### src/rtl/bcd_serial_add_ctrl.sv
// Serial BCD adder: one shared digit adder, least significant digit first.
// Define BCD_DIGIT_CHECK_EN to build the invalid-digit (err) flag.
module bcd_serial_add_ctrl #(
  parameter int unsigned DIGITS = 4
) (
  input  logic                  clk,
  input  logic                  rst_n,
  input  logic                  in_valid,
  output logic                  in_ready,
  input  logic [4*DIGITS-1:0]   a,
  input  logic [4*DIGITS-1:0]   b,
  input  logic                  cin,
  output logic                  out_valid,
  input  logic                  out_ready,
  output logic [4*DIGITS-1:0]   sum,
  output logic                  cout,
  output logic                  err,
  output logic                  busy
);

  localparam int unsigned CW = $clog2(DIGITS);

  typedef enum logic [1:0] {IDLE, ADD, DONE} state_t;

  state_t                 state_q, state_d;
  logic [DIGITS-1:0][3:0] a_q, b_q, sum_q;
  logic                   c_q;
  logic [CW-1:0]          cnt_q;
  logic                   accept_c, last_c, carry_c;
  logic [4:0]             t_c;
  logic [3:0]             digit_c;

  assign accept_c = in_valid & in_ready;
  assign last_c   = (cnt_q == CW'(DIGITS - 1));
  assign sum      = sum_q;

  // Next-state logic
  always_comb begin
    state_d = state_q;
    case (state_q)
      IDLE:    if (accept_c) state_d = ADD;
      ADD:     if (last_c) state_d = DONE;
      DONE:    if (out_valid && out_ready) state_d = IDLE;
      default: state_d = IDLE;
    endcase
  end

  // Shared single-digit BCD adder on the digit selected by the counter
  always_comb begin
    t_c = 5'(a_q[cnt_q]) + 5'(b_q[cnt_q]) + 5'(c_q);
    if (t_c > 5'd9) begin
      digit_c = 4'(t_c + 5'd6);
      carry_c = 1'b1;
    end else begin
      digit_c = t_c[3:0];
      carry_c = 1'b0;
    end
  end

  always_ff @(posedge clk or negedge rst_n) begin
    if (!rst_n) begin
      state_q   <= IDLE;
      in_ready  <= 1'b0;
      out_valid <= 1'b0;
      busy      <= 1'b0;
    end else begin
      state_q   <= state_d;
      in_ready  <= (state_d == IDLE);
      out_valid <= (state_d == DONE);
      busy      <= (state_d != IDLE);
    end
  end

  // Operand capture and digit-serial accumulation
  always_ff @(posedge clk or negedge rst_n) begin
    if (!rst_n) begin
      a_q   <= '0;
      b_q   <= '0;
      c_q   <= 1'b0;
      cnt_q <= '0;
      sum_q <= '0;
      cout  <= 1'b0;
    end else if (state_q == IDLE && accept_c) begin
      a_q   <= a;
      b_q   <= b;
      c_q   <= cin;
      cnt_q <= '0;
    end else if (state_q == ADD) begin
      sum_q[cnt_q] <= digit_c;
      c_q          <= carry_c;
      cnt_q        <= cnt_q + CW'(1);
      if (last_c) cout <= carry_c;
    end
  end

`ifdef BCD_DIGIT_CHECK_EN
  logic bad_c;

  always_comb begin
    bad_c = 1'b0;
    for (int i = 0; i < DIGITS; i++) begin
      if (a_q[i] > 4'd9 || b_q[i] > 4'd9) bad_c = 1'b1;
    end
  end

  // Flag is latched together with the final digit, so it is valid in DONE
  always_ff @(posedge clk or negedge rst_n) begin
    if (!rst_n) err <= 1'b0;
    else if (state_q == ADD && last_c) err <= bad_c;
  end
`else
  assign err = 1'b0;
`endif

endmodule

### config.mk
export PLATFORM = sky130hd
export DESIGN_NAME = bcd_serial_add_ctrl
export DESIGN_NICKNAME = d
export VERILOG_FILES = /design/src/rtl/bcd_serial_add_ctrl.sv
export SDC_FILE = /design/constraint.sdc
export NUM_CORES = 1
export LEC_CHECK = 0
export CORE_MARGIN = 10
export CORE_UTILIZATION = 25
export CTS_CLUSTER_DIAMETER = 30
export DETAILED_ROUTE_END_ITERATION = 12
export PLACE_DENSITY = 0.46
export SKIP_LAST_GASP = 1
export SYNTH_ARGS = -nofsm -noshare
export SYNTH_HDL_FRONTEND = slang
export SYNTH_SLANG_ARGS = --single-unit
### constraint.sdc
create_clock -name clk -period 4.9 [get_ports clk]
set_input_delay 0.735 -clock clk [delete_from_list [all_inputs] [get_ports clk]]
set_output_delay 0.735 -clock clk [all_outputs]
set_load 0.01 [all_outputs]
==> flow_summary.ini, run 1 <==
[timing]
fin_skew_ps = 8.19
finalHoldViolCount = 0
setup_ws_ps = 1400
finalCritPeriodShare_pct = 71.3
finalCriticalPeriod_ps = 3500
max_freq_ghz = 0.286
slew_headroom_pct = 51.4
drv_slew = 0
worst_pin_slew_ps = 729
rsz0062_at_grt = false
setup_viol = 0
fin_tns_setup_ps = 0

[synth]
postSynth.asyncResetShare_pct = 100
avgSynthCellArea_um2 = 13.8
ys_types = 34
yosysTopAreaCellShare_pct = 54.3
yosysWarnings = 0
synth_top_area_cell = dfrtp_1
synth_seq_area_share_pct = 54.3
synth_edf_count = 0
syn-num-nets = 238
synthTopCellsByArea = dfrtp_1 (54%), mux2_2 (15%), mux4_2 (6.9%), ha_1 (3.8%), nand2_1 (3.3%)
synth_most_common_cell = dfrtp_1
ys_top_cells_by_count = dfrtp_1 (57), mux2_2 (36), nand2_1 (23), o21ai_0 (10)
synth_ff_type = dfrtp_1
netlist_area_um2 = 2630
synthCells = 191
synth_seq_cells = 57

[setup_path]
cp_slowest_cell = mux4_2
path_delay_family = adder cells
rrSetupSlack_ps = 1400
path_cells = mux4_2, fa_1, fa_1, xnor2_1, ha_1, nor2b_1, a31oi_2, a31oi_4, xnor2_2, o21ai_1
cp-start-kind = flop
cp.required_ps = 5100
crit_buf_inv = 0
worstPathArrival_ps = 3700
cpMostUsedCell = fa_1
max_stage_delay_ps = 570
worstSetupEndpointType = flop
critPathMaxFanout = 6
crit_type = reg2reg

[cells_and_area]
nets = 301
drive_gt1_share_pct = 27.5
diodes = 0
utilization_pct = 34.4
fill_cells = 1058
regArea_um2 = 1430
multiInputGateArea_um2 = 1150
synthToLayoutAreaGrowth_pct = 34.8

[clock_network]
path_clk_slew_ps = 60
cts_hold_buffers = 0
cts_max_level = 3
cts_buffers = 9
clockRootBuffer = clkbuf_8
insertion_delay_ps = 330
ctsResizeCount = 0
clockBufferDepth = 2
cts_tree = built
clock_sinks = 57
post_cts_buffers = 0

[floorplan]
start_util_pct = 25.6
die_w_um = 122
dieArea_um2 = 15000
fp.dieH_um = 122
placementRows = 37
boundaryPins = 58
core_region_area_um2 = 10300

[drt]
firstDrtPassIters = 3
route.met3.wl_um = 492
routed_wl_mm = 5.86
post_drt_wl_per_cell_um = 14.9
wl_met1_mm = 2.69
vias = 1678
drt_iter0_drc = 65
via_per_inst = 4.26
routed.top_layer = met4
ant_nets = 0
wl_met2_mm = 2.59
remaining_drc_errors = 0

[placed_design]
io_buffers = 56
hpwlAfterDp_mm = 4.36
post-place-ws_ps = 1370
place.gp.congestion = 0.713

[global_routing]
grt_usage_pct = 8.41
grt_max_degree = 58
grt_first_pass_wirelength_mm = 9.72
gr-total-overflow = 0
antenna_found_initial = 0
grt_pass1_vias = 1859

[status]
status = complete, no violations

[worst_hold_path]
hold_path.class = reg2reg

[job]
cap_violations = 0
path summary, 6_finish.rpt:
check / depth (start not counted) / from / end
max in group asynchronous: 2 / rst_n / b_q[15]$_DFFE_PN0P_
hold / removal: 2 / sum[11]$_DFFE_PN0P_ / sum[11]$_DFFE_PN0P_
hold reg to reg: 2 / sum[11]$_DFFE_PN0P_ / sum[11]$_DFFE_PN0P_
min in group asynchronous: 2 / rst_n / state_q[1]$_DFF_PN0_
setup reg to reg: 10 / cnt_q[0]$_DFFE_PN0P_ / sum[13]$_DFFE_PN0P_
setup / recovery: 10 / cnt_q[0]$_DFFE_PN0P_ / sum[13]$_DFFE_PN0P_
sequential cells by signal, summed over array words and instances, names as in the netlist:
name / flops
a_q: 16
state_q: 2
cout: 1
in_ready: 1
c_q: 1
out_valid: 1
b_q: 16
sum: 16
busy: 1
cnt_q: 2
cell families (layout without fill, tap and decap cells):
group,count (synthesis),in the layout,share of synthesized area [%]
DFF,57,57,54.3
muxes,44,44,22.3
and+or+nand+nor,33,33,6.15
AOI/OAI and AO/OA,32,32,8.72
buffers and inverters,12,79,2.10
adders and majority gates,10,10,5.34
xor gates and xnor gates,2,2,0.953
other,1,1,0.143
worst register-to-register path: stages (launching register included):
cell     delay [ps]
dfrtp_1         540
mux4_2          570
fa_1            440
fa_1            420
xnor2_1         210
ha_1            250
nor2b_1         140
a31oi_2         280
a31oi_4         150
xnor2_2         280
o21ai_1          90
cells in the final DEF, fill, tap and decap left out, drive strengths merged, types with 4 or more instances in the layout:
cell | synthesis | routed
mux4 | 8 | 8
buf | 6 | 4
o21ai | 16 | 16
clkdlybuf4s50 | 0 | 55
inv | 5 | 5
dfrtp | 57 | 57
ha | 8 | 8
clkbuf | 1 | 12
a21o | 5 | 5
nand2 | 23 | 23
mux2 | 36 | 36
area by class of cell:
class / instances / share of cell area [%]
clock buffers: 12 / 4.38
clock inverters: 3 / 1.13
inverters: 5 / 0.530
multi-input cells: 122 / 32.5
flip-flops and latches: 57 / 40.3
well taps: 136 / 4.81
repair buffers: 59 / 16.3
per-layer routing:
metal	global-route usage, %	vias up
met5	0	-
met4	3.53	0
met3	3.76	12
met2	12.7	49
met1	10.3	802
li1	-	815
through the flow:
stage                     instances  area [um2]  hold slack, ps
after floorplan                 191        2630             439
after detailed placement        379        3340             475
after global routing            394        3540             505
final                           394        3540             480
after CTS                       394        3540             490
after global placement          379        3340             466
Power of run 1 is not shown: default switching activity piles up to over one toggle a cycle in this logic, so the estimate is an artifact.
==> run 2, diff against run 1 <==
--- a/config.mk
+++ b/config.mk
@@ -9,7 +9,7 @@
 export CORE_UTILIZATION = 25
 export CTS_CLUSTER_DIAMETER = 30
 export DETAILED_ROUTE_END_ITERATION = 12
-export PLACE_DENSITY = 0.46
+export PLACE_DENSITY = 0.48
 export SKIP_LAST_GASP = 1
 export SYNTH_ARGS = -nofsm -noshare
 export SYNTH_HDL_FRONTEND = slang
==> constraint.sdc (replaced) <==
create_clock -name clk -period 2.91 [get_ports clk]
set_input_delay 0.4365 -clock clk [delete_from_list [all_inputs] [get_ports clk]]
set_output_delay 0.4365 -clock clk [all_outputs]
set_load 0.01 [all_outputs]
==> run 2 against run 1 <==
The flow now finishes with violations (setup timing). Clock-buffer cell count shrank 1. Utilization grew 1.3 points. Clock skew is essentially flat. Die area is the same. Sequential share of layout area shrank 1.5 points. Via count grew 2.7%. Hold slack lost 270 ps. Non-clock buffer count grew 9. Largest cell class unchanged. Highest routed layer unchanged.
==> flow_summary.ini, run 2 (same netlist as run 1, synthesis figures left out) <==
[setup_path]
path_delay_family = adder cells
reg2reg_from = cnt_q[0]$_DFFE_PN0P_
worst_r2r_endpoint = sum[13]$_DFFE_PN0P_
worstPathArrival_ps = 3210
critPathMaxFanout = 4
cp-start-kind = flop
crit_buf_inv = 1
worstSetupEndpointType = flop
rrSetupSlack_ps = -90
crit_type = reg2reg
max_stage_delay_ps = 560
rr_worst_depth = 10
cp_slowest_cell = fa_2
path_cells = mux4_2, fa_2, fa_2, inv_4, ha_4, nor2b_4, a31oi_4, a31oi_4, xnor2_4, o21ai_1
cp.required_ps = 3120

[clock_network]
path_clk_slew_ps = 60
cts_buffers = 9
cts_tree = built
clockBufferDepth = 2
cts_max_level = 3
clock_sinks = 57
cts_hold_buffers = 0
insertion_delay_ps = 330
clockRootBuffer = clkbuf_8

[cells_and_area]
drive_gt1_share_pct = 34.5
diodes = 0
synthToLayoutAreaGrowth_pct = 40.0
nets = 310
final_common_cell = dfrtp_1
final_cell_mix = dfrtp_1 (56), clkdlybuf4s50_1 (55), mux2_2 (36)

[timing]
max_freq_ghz = 0.334
worst_hold_slack_ps = 215
finalCritPeriodShare_pct = 103
finalHoldViolCount = 0
setup_viol = 12
fin_skew_ps = 8.20
rsz0062_at_grt = true
drv_slew = 0
finalCriticalPeriod_ps = 3000
worst_pin_slew_ps = 735
slew_headroom_pct = 51.0
setup_ws_ps = -85.3

[worst_hold_path]
hold_path.class = in2async

[global_routing]
grt_max_degree = 58
grtUsageMet1_pct = 9.93
grt_pass1_vias = 1885
antenna_found_initial = 0
busiest_layer = met2
grt_usage_pct = 8.64
met3_usage_pct = 3.49
met2_usage_pct = 13.8
gr-total-overflow = 0
grt_first_pass_wirelength_mm = 9.99

[job]
cap_violations = 0

[drt]
routed_wl_mm = 5.99
drt_iter0_drc = 71
remaining_drc_errors = 0
via_per_inst = 4.28
vias = 1723
ant_nets = 0
firstDrtPassIters = 4
post_drt_wl_per_cell_um = 14.9

[status]
status = complete, but fails checks
violations = setup timing

[floorplan]
dieArea_um2 = 15000
placementRows = 37
start_util_pct = 25.6
core_region_area_um2 = 10300
boundaryPins = 58
die_w_um = 122
fp.dieH_um = 122

[placed_design]
hpwlAfterDp_mm = 4.63
io_buffers = 56
place.gp.congestion = 0.750
-- run 2: cell count changes in the layout (fill, tap and decap cells not counted), moves of 2 or more --
cell	delta
o21ai_0	-9
xnor2_4	+2
ha_1	-2
o21ai_2	+3
buf_6	+2
fa_1	-2
o21ai_1	+6
fa_2	+2
clkinv_2	+2
buf_4	+7
-- run 2: final cells by class --
class / instances / area (um2)
Clock inverter: 4 / 20.0
Inverter: 5 / 21.3
Timing Repair Buffer: 68 / 653
Sequential cell: 57 / 1430
Multi-Input combinational cell: 122 / 1240
Clock buffer: 11 / 141
Tap cell: 136 / 170
Fill cell: 1039 / 6600
-- run 2: stage by stage --
step / TNS [ps] / cell area [um2] / setup slack (ps) / std cells / utilization (%)
floorplan: -1990 / 2690 / -247 / 191 / -
global placement: -947 / 3460 / -126 / 387 / 33.7
detailed placement: -1740 / 3460 / -198 / 387 / 33.7
CTS: -1080 / 3650 / -104 / 402 / 35.5
global route: -2620 / 3680 / -229 / 403 / 35.8
finish: -689 / 3680 / -85.3 / 403 / 35.8
-- run 2: worst max-delay path by stage --
| stage | slack, ps | start | end | depth (start not counted) |
|---|---|---|---|---|
| 2_1_floorplan | -250 | cnt_q[0]$_DFFE_PN0P_ | sum[13]$_DFFE_PN0P_ | 11 |
| 3_3_place_gp | -130 | cnt_q[0]$_DFFE_PN0P_ | sum[13]$_DFFE_PN0P_ | 10 |
| 3_5_place_dp | -200 | cnt_q[0]$_DFFE_PN0P_ | sum[13]$_DFFE_PN0P_ | 10 |
| 4_1_cts | -100 | cnt_q[0]$_DFFE_PN0P_ | sum[14]$_DFFE_PN0P_ | 10 |
| 5_1_grt | -230 | cnt_q[0]$_DFFE_PN0P_ | sum[10]$_DFFE_PN0P_ | 10 |
| 6_report | -90 | cnt_q[0]$_DFFE_PN0P_ | sum[13]$_DFFE_PN0P_ | 10 |
-- run 2: what timing repair did --
action,4_1_cts,5_1_grt
resized for setup,5,7
pin swaps,7,12
setup buffers,0,1
setup endpoints to repair,14,14
-- run 2: layer usage --
layer	part of all wire, %	vias to the layer above
met5	0	-
met4	2.1	0
met3	8.2	13
met2	47	42
met1	43	833
li1	-	835
Power of run 2 is left out for the same reason.
